[src/rtl/sr_ff_monitor.sv]
// sr_ff_monitor: sits beside an SR flip-flop and checks it.
// It keeps its own model of the flip-flop, delays the model by LATENCY
// enabled edges, and compares that delayed value with the DUT's Q and Qn.
// It also counts set, reset and invalid (S=R=1) input events.
//
// state   | meaning
// --------+----------------------------------------------------------
// WARMUP  | pipe not yet filled since reset; no compare
// CHECK   | pipe head known; compare active
// UNKNOWN | pipe head unknown (after S=R=1 or from reset); no compare
// FAULT   | first error seen with STOP_ON_ERR=1; compare off until reset
module sr_ff_monitor #(
  parameter int LATENCY     = 1,
  parameter int CNT_W       = 8,
  parameter int CYC_W       = 16,
  parameter bit STOP_ON_ERR = 1'b0
) (
  input  logic             clk,
  input  logic             rst_n,
  input  logic             en,
  input  logic             s,
  input  logic             r,
  input  logic             q,
  input  logic             q_n,
  output logic             exp_q,
  output logic             exp_valid,
  output logic             mismatch,
  output logic             err_sticky,
  output logic [CNT_W-1:0] set_cnt,
  output logic [CNT_W-1:0] rst_cnt,
  output logic [CNT_W-1:0] inv_cnt,
  output logic [CNT_W-1:0] err_cnt,
  output logic [CYC_W-1:0] cyc_cnt,
  output logic [CYC_W-1:0] first_err
);

  typedef enum logic [1:0] {
    ST_WARMUP  = 2'd0,
    ST_CHECK   = 2'd1,
    ST_UNKNOWN = 2'd2,
    ST_FAULT   = 2'd3
  } state_t;

  localparam logic [CNT_W-1:0] CNT_MAX   = '1;
  localparam logic [CNT_W-1:0] CNT_ONE   = CNT_W'(1);
  localparam logic [CYC_W-1:0] CYC_ONE   = CYC_W'(1);
  localparam logic [1:0]       WARM_LOAD = 2'(LATENCY - 1);

  state_t             r_state;
  state_t             w_state_nxt;
  logic [1:0]         r_warm_tmr;
  logic               r_model_q;
  logic               r_model_k;
  logic               w_model_q;
  logic               w_model_k;
  logic [LATENCY-1:0] r_pipe_q;
  logic [LATENCY-1:0] r_pipe_k;
  logic [LATENCY-1:0] r_pipe_v;
  logic               w_head_q;
  logic               w_head_k;
  logic               w_head_v;
  logic               w_exp_valid;
  logic               w_fail;
  logic               r_mismatch;
  logic               r_err_sticky;
  logic [CNT_W-1:0]   r_set_cnt;
  logic [CNT_W-1:0]   r_rst_cnt;
  logic [CNT_W-1:0]   r_inv_cnt;
  logic [CNT_W-1:0]   r_err_cnt;
  logic [CYC_W-1:0]   r_cyc_cnt;
  logic [CYC_W-1:0]   r_first_err;

  // Reference flip-flop: next model value from the sampled S/R pair.
  always_comb begin
    w_model_q = r_model_q;
    w_model_k = r_model_k;
    case ({s, r})
      2'b10:   begin w_model_q = 1'b1; w_model_k = 1'b1; end
      2'b01:   begin w_model_q = 1'b0; w_model_k = 1'b1; end
      2'b11:   w_model_k = 1'b0;
      default: ;
    endcase
  end

  // Model register; only advances on enabled edges.
  always_ff @(posedge clk or negedge rst_n) begin
    if (!rst_n) begin
      r_model_q <= 1'b0;
      r_model_k <= 1'b0;
    end else if (en) begin
      r_model_q <= w_model_q;
      r_model_k <= w_model_k;
    end
  end

  // Delay pipe: entry 0 is newest, entry LATENCY-1 is the head under compare.
  always_ff @(posedge clk or negedge rst_n) begin
    if (!rst_n) begin
      r_pipe_q <= '0;
      r_pipe_k <= '0;
      r_pipe_v <= '0;
    end else if (en) begin
      for (int i = LATENCY - 1; i > 0; i--) begin
        r_pipe_q[i] <= r_pipe_q[i-1];
        r_pipe_k[i] <= r_pipe_k[i-1];
        r_pipe_v[i] <= r_pipe_v[i-1];
      end
      r_pipe_q[0] <= w_model_q;
      r_pipe_k[0] <= w_model_k;
      r_pipe_v[0] <= 1'b1;
    end
  end

  // Head decode and compare.
  always_comb begin
    w_head_q    = r_pipe_q[LATENCY-1];
    w_head_k    = r_pipe_k[LATENCY-1];
    w_head_v    = r_pipe_v[LATENCY-1];
    w_exp_valid = w_head_v & w_head_k & (r_state != ST_FAULT) & (r_state != ST_WARMUP);
    w_fail      = en & w_exp_valid & ((q != w_head_q) | (q_n == q));
  end

  // Warm-up down-counter: terminal count marks the pipe as filled.
  always_ff @(posedge clk or negedge rst_n) begin
    if (!rst_n) begin
      r_warm_tmr <= WARM_LOAD;
    end else if (en && (r_state == ST_WARMUP) && (r_warm_tmr != 2'd0)) begin
      r_warm_tmr <= r_warm_tmr - 2'd1;
    end
  end

  // State register.
  always_ff @(posedge clk or negedge rst_n) begin
    if (!rst_n) begin
      r_state <= ST_WARMUP;
    end else begin
      r_state <= w_state_nxt;
    end
  end

  // Next-state logic. A fail can only occur in CHECK or UNKNOWN (head known
  // but the UNKNOWN->CHECK move not yet taken); both stop into FAULT.
  always_comb begin
    w_state_nxt = r_state;
    case (r_state)
      ST_WARMUP: begin
        if (en && (r_warm_tmr == 2'd0)) w_state_nxt = ST_CHECK;
      end
      ST_CHECK: begin
        if (w_fail && STOP_ON_ERR) w_state_nxt = ST_FAULT;
        else if (en && !w_head_k)  w_state_nxt = ST_UNKNOWN;
      end
      ST_UNKNOWN: begin
        if (w_fail && STOP_ON_ERR) w_state_nxt = ST_FAULT;
        else if (en && w_head_k)   w_state_nxt = ST_CHECK;
      end
      ST_FAULT: ;
      default: w_state_nxt = ST_WARMUP;
    endcase
  end

  // Error reporting: one-cycle pulse, sticky flag, saturating count, timestamp.
  always_ff @(posedge clk or negedge rst_n) begin
    if (!rst_n) begin
      r_mismatch   <= 1'b0;
      r_err_sticky <= 1'b0;
      r_err_cnt    <= '0;
      r_first_err  <= '0;
    end else begin
      r_mismatch <= w_fail;
      if (w_fail) begin
        r_err_sticky <= 1'b1;
        if (r_err_cnt != CNT_MAX) r_err_cnt <= r_err_cnt + CNT_ONE;
        if (!r_err_sticky) r_first_err <= r_cyc_cnt;
      end
    end
  end

  // Event counters (saturating) and enabled-edge counter (wrapping).
  always_ff @(posedge clk or negedge rst_n) begin
    if (!rst_n) begin
      r_set_cnt <= '0;
      r_rst_cnt <= '0;
      r_inv_cnt <= '0;
      r_cyc_cnt <= '0;
    end else if (en) begin
      r_cyc_cnt <= r_cyc_cnt + CYC_ONE;
      if (s && !r && (r_set_cnt != CNT_MAX)) r_set_cnt <= r_set_cnt + CNT_ONE;
      if (!s && r && (r_rst_cnt != CNT_MAX)) r_rst_cnt <= r_rst_cnt + CNT_ONE;
      if (s && r && (r_inv_cnt != CNT_MAX))  r_inv_cnt <= r_inv_cnt + CNT_ONE;
    end
  end

  assign exp_q      = w_head_q;
  assign exp_valid  = w_exp_valid;
  assign mismatch   = r_mismatch;
  assign err_sticky = r_err_sticky;
  assign set_cnt    = r_set_cnt;
  assign rst_cnt    = r_rst_cnt;
  assign inv_cnt    = r_inv_cnt;
  assign err_cnt    = r_err_cnt;
  assign cyc_cnt    = r_cyc_cnt;
  assign first_err  = r_first_err;

endmodule

[config.mk]
export PLATFORM = sky130hd
export DESIGN_NAME = sr_ff_monitor
export DESIGN_NICKNAME = d
export VERILOG_FILES = /design/src/rtl/sr_ff_monitor.sv
export SDC_FILE = /design/constraint.sdc
export NUM_CORES = 1
export LEC_CHECK = 0
export CAP_MARGIN = 20
export CORE_MARGIN = 2
export CORE_UTILIZATION = 33
export CTS_CLUSTER_DIAMETER = 200
export DETAILED_ROUTE_END_ITERATION = 8
export SETUP_SLACK_MARGIN = 0.15
export SLEW_MARGIN = 30
export SYNTH_ARGS = -nofsm -noshare
export SYNTH_HDL_FRONTEND = slang
export SYNTH_SLANG_ARGS = --single-unit
[constraint.sdc]
create_clock -name clk -period 3.87 [get_ports clk]
set_input_delay 0.774 -clock clk [delete_from_list [all_inputs] [get_ports clk]]
set_output_delay 0.774 -clock clk [all_outputs]
set_load 0.005 [all_outputs]
==> results.yml <==
worst_setup_path:
  cp_cell_sequence: "clkdlybuf4s50_1, o221ai_2, nor3_4, buf_4, mux2_2"
  path_buf_inv: 2
  slowest_delay_ns: 0.85
  r2r_slack_ns: 2.02
  cp-end-kind: "flip-flop"
  critPathRequiredTime_ns: 4.09
  worstPathMaxFanout: 16
  start_kind: "input port"
  critPathKind: "in2reg"
  rr_endpoint: "first_err[3]"
  rr_startpoint: "r_state[1]"
  rr_worst_depth: 5
  critPathTopFamily: "buffers and inverters"
  worst_path_max_delay_cell: "clkdlybuf4s50_1"
  arrival_ns: 2.86
global_routing:
  antenna_found_initial: 0
  grt_pass1_wl_um: 11100
  grt_overflow: 0
  grt_max_degree: 74
  grt_pass1_vias: 2316
  track_usage: 0.126
route:
  firstDrtPassIters: 4
  via_per_inst: 4.61
  drt-wirelength-per-cell_um: 13.1
  via_count: 2246
  drc: 0
  drt_iter0_drc: 52
  postRouteAntennaNets: 0
  routed_wl_um: 6390
floorplanning:
  core_area_mm2: 0.00973
  pin_count: 75
  fp.dieW_um: 104
  die-area_mm2: 0.0108
  start_util: 0.337
  die_h_um: 104
  row_count: 36
final_layout:
  synthToLayoutAreaGrowth_pct: 32.4
  fin_util: 0.447
  nFillCells: 945
  multiInputGateArea_mm2: 0.00139
  seqCellArea_mm2: 0.00183
  num_antenna_cells: 0
  drive_gt1_frac: 0.133
  final_cells: 487
  nNetsFinal: 366
timing:
  post-route-min-period_ns: 2.63
  fmax_mhz: 380
  fin_tns_setup_ns: 0
  finClkSkew_ns: 0.0108
  finalMaxSlewViolations: 0
  period_share: 0.680
  finalSetupViolCount: 0
  maxSlewHeadroom: 0.555
  worstMarginPinSlew_ns: 0.659
  setup_slack_ns: 1.24
  rsz0062_at_grt: "no"
  hold_viol_final: 0
synth:
  yosysTopAreaCell: "dfrtp_1"
  ys_types: 36
  synth-seq-cells: 73
  syn-num-nets: 283
  synthTopCellsByArea: "dfrtp_1 (56%), xnor2_1 (6.4%), mux2_4 (4.6%)"
  synth_ff_type: "dfrtp_1"
  ys_async_sr_fraction: 1.00
  synth-edff-count: 0
  synth_commonest_cells: "dfrtp_1 (73), xnor2_1 (24), nand2_1 (20)"
  syn_inst: 266
  synth.top_cell.area_share: 0.557
  yosysSeqAreaShare: 0.557
  ys_warn_count: 0
  yosysMostFrequentCell: "dfrtp_1"
  syn_area_mm2: 0.00328
  syn_area_per_cell_um2: 12.3
worst_hold_path:
  hold_class: "in2async"
clocking:
  post_cts_resize_count: 0
  worstSkewPairLatency_ns: 0.34
  hold_buffers: 0
  clock_sinks: 73
  cts_made_buffers: 9
  clockRootBuffer: "clkbuf_8"
  cts_setup_buffers: 0
  clk_pin_slew_ns: 0.08
  cts_tree: "built"
  htreeDepth: 3
  cts.path.max_buffers: 2
run:
  drv_cap: 0
pwr:
  p_leak_nw: 1.89
  pwr_density_cell_mw_per_mm2: 565
  vdd_drop_max_v: 0.000227
outcome:
  status: "finished, final reports clean"
placement:
  portBuffers: 74
  hpwl_um: 4440
  place.gp.congestion: 0.809
  dp_cells: 471
  pre_cts_ws_ns: 0.865
[how the worst max path moves through the flow]
stage	from	end	slack (ns)	cells after the start
after floorplan	en	first_err[10]	1.75	5
after global placement	en	first_err[2]	0.89	5
after detailed placement	en	first_err[2]	0.86	5
after CTS	en	first_err[3]	1.24	5
after global routing	en	first_err[4]	1.11	5
final	en	first_err[3]	1.24	5
[layer usage]
layer / part of all wire / vias up / track usage
li1: - / 1101 / -
met1: 0.48 / 1087 / 0.167
met2: 0.47 / 51 / 0.200
met3: 0.046 / 7 / 0.0378
met4: 0.012 / 0 / 0.0386
met5: 0 / - / 0
[through the flow]
step	hold slack [ns]	cell area (um^2)	total power, mW
3_3_place_gp	0.485	4170	1.94
5_1_grt	0.481	4350	2.65
6_report	0.429	4350	2.46
3_5_place_dp	0.489	4170	1.96
2_1_floorplan	0.478	3280	1.49
4_1_cts	0.503	4340	2.51
[registers in the layout, indices dropped and copies added, names as in the netlist]
signal and flops:
cyc_cnt 16, r_warm_tmr 2, exp_q 1, inv_cnt 8, r_pipe_v 1, err_cnt 8, mismatch 1, rst_cnt 8
first_err 16, r_state 2, set_cnt 8, err_sticky 1, r_pipe_k 1
[cell type report]
class	instances	area share
clock buffer	10	0.0294
clock inverter	6	0.0101
inverter	10	0.00864
multi-input combinational	180	0.321
sequential	73	0.420
tap	133	0.0383
timing repair buffer	75	0.172
[cells in the final DEF (no fill, tap or decap), types with 10 or more instances in the layout]
cell type,count
dfrtp_1,73
nand4_1,13
xnor2_1,24
mux2_4,10
xor2_1,17
nand3_1,10
mux2_2,12
ha_1,10
clkdlybuf4s50_1,73
inv_1,10
nand2_1,20
nor2_1,12
[where the power goes]
part	leakage, nW	switching, mW	internal (mW)
registers	0.939	0.234	0.949
clock network	0.0749	0.292	0.234
logic	0.878	0.265	0.483
total	1.89	0.791	1.67
[cells by family after synthesis]
group	count (synthesis)	synth area share
flip-flops	73	0.557
buffers and inverters	13	0.0187
XOR/XNOR	41	0.109
multiplexers	23	0.0900
adder cells (fa/ha/maj)	10	0.0381
AND/OR/NAND/NOR	91	0.155
AO/OA/AOI/OAI	15	0.0324
(Power assumes the default switching activity.)
